===== src/rtl/hdmi_pix_fetch.sv =====
// Frame reader: prefetches one frame of pixels from memory read port 0 into a
// small FIFO and streams one pixel per active-video cycle to the ADV7513 bus.
module hdmi_pix_fetch #(
  parameter int unsigned       ADDR_W          = 24,
  parameter logic [ADDR_W-1:0] BASE_ADDR       = '0,
  parameter int unsigned       FRAME_PIXELS    = 307200,
  parameter int unsigned       FIFO_DEPTH      = 16,
  parameter int unsigned       PREFETCH_LVL    = 8,
  parameter logic [23:0]       UNDERFLOW_COLOR = 24'h000000
) (
  input  logic              clk_25_2m,
  input  logic              reset,
  input  logic              frame_start,
  input  logic              de_in,
  input  logic              rd_rdy,
  input  logic              rd_data_valid,
  input  logic [31:0]       rd_data,
  output logic              rd_en,
  output logic [ADDR_W-1:0] rd_addr,
  output logic [23:0]       pix_data,
  output logic              de_out,
  output logic              underflow
);

  localparam int unsigned PTR_W = $clog2(FIFO_DEPTH);
  localparam int unsigned CNT_W = PTR_W + 1;
  localparam int unsigned TOT_W = CNT_W + 1;
  localparam int unsigned ISS_W = $clog2(FRAME_PIXELS + 1);

  typedef enum logic [1:0] {
    S_IDLE     = 2'd0,
    S_FLUSH    = 2'd1,
    S_PREFETCH = 2'd2,
    S_STREAM   = 2'd3
  } state_t;

  state_t            r_state;
  state_t            w_next;
  logic              r_rd_en;
  logic [ADDR_W-1:0] r_rd_addr;
  logic [23:0]       r_pix;
  logic              r_de;
  logic              r_uf;
  logic [23:0]       r_mem [FIFO_DEPTH];
  logic [PTR_W-1:0]  r_wr_ptr;
  logic [PTR_W-1:0]  r_rd_ptr;
  logic [CNT_W-1:0]  r_count;
  logic [CNT_W-1:0]  r_outst;
  logic [ISS_W-1:0]  r_issued;

  logic              w_dv_ok;
  logic              w_push;
  logic              w_pop;
  logic              w_issue;
  logic              w_clr;
  logic              w_underrun;
  logic [TOT_W-1:0]  w_total;
  logic              w_unused;

  assign w_unused = ^rd_data[31:24];
  assign w_total  = TOT_W'(r_count) + TOT_W'(r_outst);

  // State register
  always_ff @(posedge clk_25_2m) begin
    if (!reset) r_state <= S_IDLE;
    else        r_state <= w_next;
  end

  // Next state, FIFO strobes and read-issue decision
  always_comb begin
    w_next     = r_state;
    w_dv_ok    = rd_data_valid && (r_outst != '0);
    w_push     = 1'b0;
    w_pop      = 1'b0;
    w_issue    = 1'b0;
    w_clr      = 1'b0;
    w_underrun = 1'b0;
    case (r_state)
      S_IDLE: ;
      S_FLUSH: begin
        if (r_outst == '0) begin
          w_clr  = 1'b1;
          w_next = S_PREFETCH;
        end
      end
      S_PREFETCH: begin
        w_push = w_dv_ok;
        if (r_count >= CNT_W'(PREFETCH_LVL)) w_next = S_STREAM;
      end
      S_STREAM: begin
        w_push     = w_dv_ok;
        w_pop      = de_in && (r_count != '0);
        w_underrun = de_in && (r_count == '0);
      end
      default: w_next = S_IDLE;
    endcase
    // Credit counts in-flight reads and this cycle's pop; push and outstanding cancel
    if ((r_state == S_PREFETCH || r_state == S_STREAM) && !frame_start) begin
      w_issue = rd_rdy && (r_issued < ISS_W'(FRAME_PIXELS)) &&
                ((w_total - TOT_W'(w_pop)) < TOT_W'(FIFO_DEPTH));
    end
    if (frame_start) begin
      w_next = S_FLUSH;
      w_clr  = 1'b0;
    end
  end

  // Read request port and per-frame request accounting
  always_ff @(posedge clk_25_2m) begin
    if (!reset) begin
      r_rd_en   <= 1'b0;
      r_rd_addr <= BASE_ADDR;
      r_issued  <= '0;
      r_outst   <= '0;
    end else begin
      r_rd_en <= w_issue;
      if (w_clr) begin
        r_rd_addr <= BASE_ADDR;
        r_issued  <= '0;
      end else begin
        if (w_issue) r_issued <= r_issued + ISS_W'(1);
        // Address parks on the last pixel once the frame is fully requested
        if (r_rd_en && (r_issued < ISS_W'(FRAME_PIXELS)))
          r_rd_addr <= r_rd_addr + ADDR_W'(1);
      end
      case ({w_issue, w_dv_ok})
        2'b10:   r_outst <= r_outst + CNT_W'(1);
        2'b01:   r_outst <= r_outst - CNT_W'(1);
        default: r_outst <= r_outst;
      endcase
    end
  end

  // Pixel FIFO storage
  always_ff @(posedge clk_25_2m) begin
    if (w_push) r_mem[r_wr_ptr] <= rd_data[23:0];
  end

  // FIFO pointers and occupancy
  always_ff @(posedge clk_25_2m) begin
    if (!reset || w_clr) begin
      r_wr_ptr <= '0;
      r_rd_ptr <= '0;
      r_count  <= '0;
    end else begin
      if (w_push) r_wr_ptr <= r_wr_ptr + PTR_W'(1);
      if (w_pop)  r_rd_ptr <= r_rd_ptr + PTR_W'(1);
      case ({w_push, w_pop})
        2'b10:   r_count <= r_count + CNT_W'(1);
        2'b01:   r_count <= r_count - CNT_W'(1);
        default: r_count <= r_count;
      endcase
    end
  end

  // Pixel output stage, one cycle behind de_in
  always_ff @(posedge clk_25_2m) begin
    if (!reset) begin
      r_pix <= UNDERFLOW_COLOR;
      r_de  <= 1'b0;
      r_uf  <= 1'b0;
    end else begin
      r_de  <= de_in;
      r_pix <= w_pop ? r_mem[r_rd_ptr] : UNDERFLOW_COLOR;
      if (frame_start)     r_uf <= 1'b0;
      else if (w_underrun) r_uf <= 1'b1;
    end
  end

  assign rd_en     = r_rd_en;
  assign rd_addr   = r_rd_addr;
  assign pix_data  = r_pix;
  assign de_out    = r_de;
  assign underflow = r_uf;

endmodule


===== config.mk =====
export PLATFORM = sky130hd
export DESIGN_NAME = hdmi_pix_fetch
export DESIGN_NICKNAME = d
export VERILOG_FILES = /design/src/rtl/hdmi_pix_fetch.sv
export SDC_FILE = /design/constraint.sdc
export NUM_CORES = 1
export LEC_CHECK = 0
export CAP_MARGIN = 20
export CORE_ASPECT_RATIO = 0.5
export CORE_MARGIN = 1.5
export CORE_UTILIZATION = 35
export CTS_BUF_LIST = sky130_fd_sc_hd__clkbuf_8
export CTS_CLUSTER_DIAMETER = 30
export CTS_CLUSTER_SIZE = 10
export DETAILED_ROUTE_END_ITERATION = 8
export SYNTH_ARGS = -nofsm -noshare
export SYNTH_HDL_FRONTEND = slang
export SYNTH_SLANG_ARGS = --single-unit

===== constraint.sdc =====
create_clock -name clk_25_2m -period 4.8 [get_ports clk_25_2m]
set_clock_uncertainty 0.1 [all_clocks]
set_input_delay 0.72 -clock clk_25_2m [delete_from_list [all_inputs] [get_ports clk_25_2m]]
set_output_delay 0.72 -clock clk_25_2m [all_outputs]
set_load 0.01 [all_outputs]

==> qor.yml, run 1 <==
peakVddDrop_v: 0.000169
firstDrtPassIters: 7
io_pins: 89
clkTransAtPathRegs_ps: 60
syn_to_final_growth_pct: 18.6
postCtsSetupBuffers: 0
run_status: "finished with violations"
crit_required_ps: 5230
start_util: 0.356
fin_area_um2: 22100
final_common_cell: "edfxtp_1"
cts_num_sinks: 474
p_sw_mw: 1.86
clock_path_buffers: 3
post-route-period-util: 0.854
crit_chain: "or2_2 -> nor4_1 -> nor2_1 -> ha_1 -> inv_1 -> ha_1 -> nand3b_1 -> a22oi_1 -> xor2_1 -> or3_1 -> ha_1 -> fa_1 -> a21o_1 -> a21oi_1 -> xor2_1 -> or3_1 -> a21oi_1"
switching_share: 0.221
pwr-share-comb: 0.043
ys_seq_area_frac: 0.716
nFillCells: 4601
max_slew.worst_pin.slew_ps: 873
rows: 59
root_buffer: "clkbuf_8"
r2r-start: "r_count[4]"
synth_flop_cell: "edfxtp_1"
placed_area_um2: 20500
async_flop_share: 0
ant_nets: 0
insertedDiodeCount: 0
fmax_ghz: 0.244
first_iter_violations: 659
crit_fanout: 5
cp_common_cell: "ha_1"
dp_slack_ps: 215
layout.nets: 1269
synthCells: 1070
grt_use_total: 0.149
cap_violations: 0
gr-total-overflow: 0
dpl.cell_count: 1832
p_int_mw: 6.57
cp-end-kind: "flip-flop"
core_area_um2: 52300
wirelength_um: 40000
gp_congestion: 0.807
hold_path_class: "reg -> reg"
setup_ws_ps: 701
use_met2: 0.248
rr_endpoint: "r_outst[4]"
synth-edff-count: 384
grt_pass1_vias: 10459
netlist_area_um2: 18600
drive_gt1_frac: 0.213
timing_worst_setup_path_type: "reg -> reg"
die-area_um2: 54700
crit_start: "r_count[4]"
worstSetupStartpointType: "flip-flop"
place_hpwl_um: 23200
finalSetupTns_ps: 0
p_leak_nw: 6.93
r2r_cells: 17
cts_resized: 0
max_stage_delay_ps: 430
maxSlewHeadroom: 0.418
grt_pass1_wl_um: 62000
htreeDepth: 3
fin_cells: 1964
port_buffers: 80
cts-buffers-inserted: 72
ys_types: 49
power_frac_clock: 0.426
grt_max_degree: 61
reg2reg_slack_ps: 700
grt_util_met3: 0.0327
critPathSlowestCell: "fa_1"
fp.dieH_um: 166
antenna_found_initial: 0
rsz0062_at_grt: "no"
cp.arrival_ps: 4530
p_per_area_nw_per_um2: 382
whs_path_depth: 1
busiest_layer: "met2"
syn_area_per_cell_um2: 17.4
vias: 10027
violations: "DRC"
cts_tree: "built"
yosysWarnings: 0
clock_latency_ps: 630
drc: 8
via_per_inst: 5.11
finalMaxSlewViolations: 0
final_cell_mix: "edfxtp_1 (384), mux4_2 (96), dfxtp_1 (86), clkdlybuf4s50_1 (80), clkbuf_8 (78)"
synth-seq-cells: 474
routedWlPerCell_um: 20.4
grt_use_met1: 0.197
pwr-share-seq: 0.531
finalSetupViolCount: 0
synth_nets: 1134
period_minus_slack_ps: 4100
hold_buffers: 0
hold_viol_final: 0
dieWidth_um: 329
endpoint: "r_outst[4]"
## kinds of logic (layout without fill, tap and decap cells)
| group | after synthesis | in the layout | synth area share |
|---|---|---|---|
| flip-flops | 474 | 474 | 0.716 |
| AND/OR/NAND/NOR | 212 | 212 | 0.0587 |
| multiplexers | 124 | 124 | 0.131 |
| AO/OA/AOI/OAI | 115 | 115 | 0.0412 |
| buffers and inverters | 84 | 277 | 0.0183 |
| XOR/XNOR | 35 | 35 | 0.0165 |
| adder cells (fa/ha/maj) | 26 | 26 | 0.0183 |
## routing by layer
metal  up-vias  share of wire
met1      5241           0.45
met3        56          0.042
met5         -              0
met2       217           0.49
met4         0          0.016
li1       4513              -
## area by class of cell
| type | instances | area (um2) | share of cell area |
|---|---|---|---|
| Tap cell | 701 | 877 | 0.0397 |
| Clock buffer | 78 | 1070 | 0.0486 |
| Sequential cell | 474 | 13300 | 0.604 |
| Timing Repair Buffer | 116 | 1170 | 0.0529 |
| Multi-Input combinational cell | 512 | 5020 | 0.227 |
| Inverter | 29 | 109 | 0.00493 |
| Clock inverter | 54 | 500 | 0.0227 |
## how the worst min path moves through the flow
stage                 start      endpoint  slack (ps)
3_3_place_gp   r_issued[18]  r_issued[18]         360
6_report       r_issued[18]  r_issued[18]         370
4_1_cts        r_issued[18]  r_issued[18]         380
3_5_place_dp   r_issued[18]  r_issued[18]         360
5_1_grt        r_issued[18]  r_issued[18]         400
2_1_floorplan  r_issued[18]  r_issued[18]         340
## through the flow
| stage | total power [mW] | util | hold WS, ps |
|---|---|---|---|
| floorplan | 4.79 | - | 341 |
| global placement | 4.91 | 0.392 | 358 |
| detailed placement | 4.93 | 0.393 | 359 |
| CTS | 8.52 | 0.423 | 378 |
| global route | 8.76 | 0.423 | 403 |
| finish | 8.43 | 0.423 | 373 |
## registers in the layout, indices dropped and copies added (netlist names)
signal,cells
r_state,2
rd_addr,24
r_count,5
pix_data,24
r_outst,5
r_issued,19
r_mem,384
de_out,1
r_rd_ptr,4
rd_en,1
r_wr_ptr,4
underflow,1
## critical path: cells and delay by family (launching register included)
family	cells	cell delay [ps]
AND/OR/NAND/NOR	6	1530
AO/OA/AOI/OAI	4	620
buffers and inverters	1	50
flip-flops	1	330
XOR/XNOR	2	260
adder cells (fa/ha/maj)	4	1160
## power by group through the flow
stage | registers [mW] | clock network [mW] | logic [mW]
2_1_floorplan | 4.56 | 0 | 0.234
3_3_place_gp | 4.56 | 0 | 0.342
3_5_place_dp | 4.57 | 0 | 0.369
4_1_cts | 4.48 | 3.68 | 0.369
5_1_grt | 4.48 | 3.86 | 0.416
6_report | 4.48 | 3.59 | 0.366
## Yosys cell counts, drive strengths merged, types with 2 or more instances
| library cell | count | share of area |
|---|---|---|
| nor4 | 6 | 0.0020 |
| and2 | 5 | 0.0017 |
| nand2 | 28 | 0.0056 |
| nand4 | 10 | 0.0034 |
| ha | 24 | 0.016 |
| nor3 | 12 | 0.0032 |
| or4 | 9 | 0.0036 |
| a21o | 4 | 0.0016 |
| and4 | 2 | 0.00094 |
| nand3b | 2 | 0.00081 |
| or3 | 12 | 0.0040 |
| a21oi | 29 | 0.0078 |
| a2111oi | 2 | 0.0013 |
| clkbuf | 35 | 0.0071 |
| nand2b | 2 | 0.00067 |
| nand3 | 20 | 0.0054 |
| and3 | 10 | 0.0034 |
| inv | 28 | 0.0056 |
| o211ai | 2 | 0.00081 |
| fa | 2 | 0.0021 |
| o31ai | 9 | 0.0036 |
| nor2b | 26 | 0.0087 |
| mux4 | 96 | 0.12 |
| dfxtp | 90 | 0.097 |
| buf | 20 | 0.0054 |
| xnor2 | 9 | 0.0042 |
| edfxtp | 384 | 0.62 |
| xor2 | 26 | 0.012 |
| nor2 | 61 | 0.012 |
| mux2i | 28 | 0.015 |
| o21ai | 15 | 0.0042 |
| a211oi | 49 | 0.020 |
| or2 | 2 | 0.00067 |
| nor3b | 2 | 0.00081 |
(Power assumes the default switching activity.)
==> run 2: changes to the inputs <==
CAP_MARGIN = unset   (was 20)
SLEW_MARGIN = 20   (was unset)
==> qor.yml, run 2 (synthesized netlist as in run 1, its figures left out) <==
run_status: "finished with violations"
violations: "DRC"
drc: 8  # unchanged
vias: 9953  # -0.74%
die-area_um2: 54700  # unchanged
hold_buffers: 0  # unchanged
worst_hold_slack_ps: 380  # +6.92 ps
rsz0062_at_grt: "no"
period_minus_slack_ps: 4090  # -7.47 ps
dieWidth_um: 329  # unchanged
timing_worst_setup_path_type: "reg -> reg"
insertedDiodeCount: 0  # unchanged
fp.dieH_um: 166  # unchanged
wirelength_um: 40200  # +0.41%
clkTransAtPathRegs_ps: 50  # about the same
multiInputGateArea_um2: 5020  # +0.12%
largest_reg_flops: 384  # unchanged
finalSetupTns_ps: 0  # unchanged
cp.arrival_ps: 4530  # about the same
cts-buffers-inserted: 71  # -1.4%
p_leak_nw: 6.94  # about the same
crit_required_ps: 5240  # about the same
final_common_cell: "edfxtp_1"
routedWlPerCell_um: 20.5  # +0.67%
grt_use_total: 0.149  # about the same
register_area_um2: 13300  # unchanged
cts_tree: "built"
hold_path_class: "reg -> reg"
core_area_um2: 52300  # unchanged
hold_viol_final: 0  # unchanged
finalSetupViolCount: 0  # unchanged
place_hpwl_um: 23300  # +0.26%
grt_max_degree: 61  # unchanged
final_cell_mix: "edfxtp_1 (384), mux4_2 (96), dfxtp_1 (86), clkdlybuf4s50_1 (80), clkbuf_8 (74)"
finalMaxSlewViolations: 0  # unchanged
final_util: 0.422  # -0.000766
root_buffer: "clkbuf_8"
peakVddDrop_v: 0.000170  # +0.55%
via_per_inst: 5.08  # -0.48%
port_buffers: 80  # unchanged
grt_pass1_vias: 10383  # -0.73%
postCtsSetupBuffers: 0  # unchanged
syn_to_final_growth_pct: 18.4
totalPowerFinal_mw: 8.39  # -0.52%
start_util: 0.356  # unchanged
antenna_found_initial: 1  # +1
firstDrtPassIters: 7  # unchanged
post-route-period-util: 0.852  # -0.00156
cp_common_cell: "ha_1"
p_per_area_nw_per_um2: 380  # -0.34%
cts_resized: 0  # unchanged
max_slew.worst_pin.slew_ps: 905  # +31.8 ps
cp-end-kind: "flip-flop"
gr-total-overflow: 0  # unchanged
first_iter_violations: 633  # -3.9%
io_pins: 89  # unchanged
cts_num_sinks: 474  # unchanged
layout.nets: 1267  # -0.16%
ant_nets: 0  # unchanged
max_stage_delay_ps: 430  # about the same
regMostFlops: "r_mem"
fmax_ghz: 0.244  # +0.18%
maxSlewHeadroom: 0.397  # -0.0212
worstSetupStartpointType: "flip-flop"
drive_gt1_frac: 0.209  # -0.00392
htreeDepth: 3  # unchanged
clock_path_buffers: 3  # unchanged
cap_violations: 0  # unchanged
rows: 59  # unchanged
critPathSlowestCell: "fa_1"
grt_pass1_wl_um: 61800  # -0.39%
crit_fanout: 5  # unchanged
nFillCells: 4590  # -0.24%
gp_congestion: 0.807  # unchanged
crit_chain: "or2_2 -> nor4_1 -> nor2_1 -> ha_1 -> inv_1 -> ha_1 -> nand3b_1 -> a22oi_1 -> xor2_1 -> or3_1 -> ha_1 -> fa_1 -> a21o_1 -> a21oi_1 -> xor2_1 -> or3_1 -> a21oi_1"
clock_latency_ps: 630  # about the same
[run 2: changes by cell type in the layout (fill, tap and decap cells not counted), sizes merged]
cell | before | now
clkinvlp | 10 | 3
clkbuf | 78 | 74
inv | 52 | 58
clkinv | 13 | 14
buf | 36 | 35
[run 2: per-layer routing]
| metal | global-route usage | routed length [um] |
|---|---|---|
| met4 | 0.0445 | 730 |
| met2 | 0.247 | 19900 |
| met3 | 0.0303 | 1750 |
| met5 | 0 | 13 |
| met1 | 0.198 | 17800 |
[run 2: final timing paths]
check	cells past startpoint	slack, ps	from	endpoint
worst max-delay path	17	710	r_count[3]	r_outst[4]
worst min-delay path	1	380	r_issued[18]	r_issued[18]
worst max register to register	17	710	r_count[3]	r_outst[4]
worst min register to register	1	380	r_issued[18]	r_issued[18]
[run 2: layout make-up]
class | instances | area share
Inverter | 29 | 0.00494
Multi-Input combinational cell | 512 | 0.228
Clock buffer | 74 | 0.0462
Clock inverter | 54 | 0.0233
Tap cell | 701 | 0.0398
Sequential cell | 474 | 0.605
Timing Repair Buffer | 115 | 0.0528
[run 2: metrics by stage]
| step | cell area [um2] | instances | worst slack (ps) |
|---|---|---|---|
| 6_report | 22100 | 1959 | 709 |
| 5_1_grt | 22100 | 1959 | 490 |
| 4_1_cts | 22100 | 1959 | 754 |
| 3_5_place_dp | 20500 | 1831 | 262 |
| 3_3_place_gp | 20500 | 1831 | 267 |
| 2_1_floorplan | 18600 | 1070 | 315 |
[run 2: power by group]
group | switching (mW) | internal (mW) | leakage (nW)
Combinational | 0.226 | 0.143 | 1.90
Sequential | 0.0236 | 4.45 | 4.18
Clock | 1.63 | 1.91 | 0.857
Total | 1.88 | 6.51 | 6.94
[run 2: worst max-delay path, delay by kind of cell, from the launching register on]
| kind | cells | cell delay, ps |
|---|---|---|
| AOI/OAI and AO/OA | 4 | 580 |
| xor gates and xnor gates | 2 | 250 |
| adders and majority gates | 4 | 1160 |
| buffers and inverters | 1 | 50 |
| DFF | 1 | 340 |
| and+or+nand+nor | 6 | 1530 |
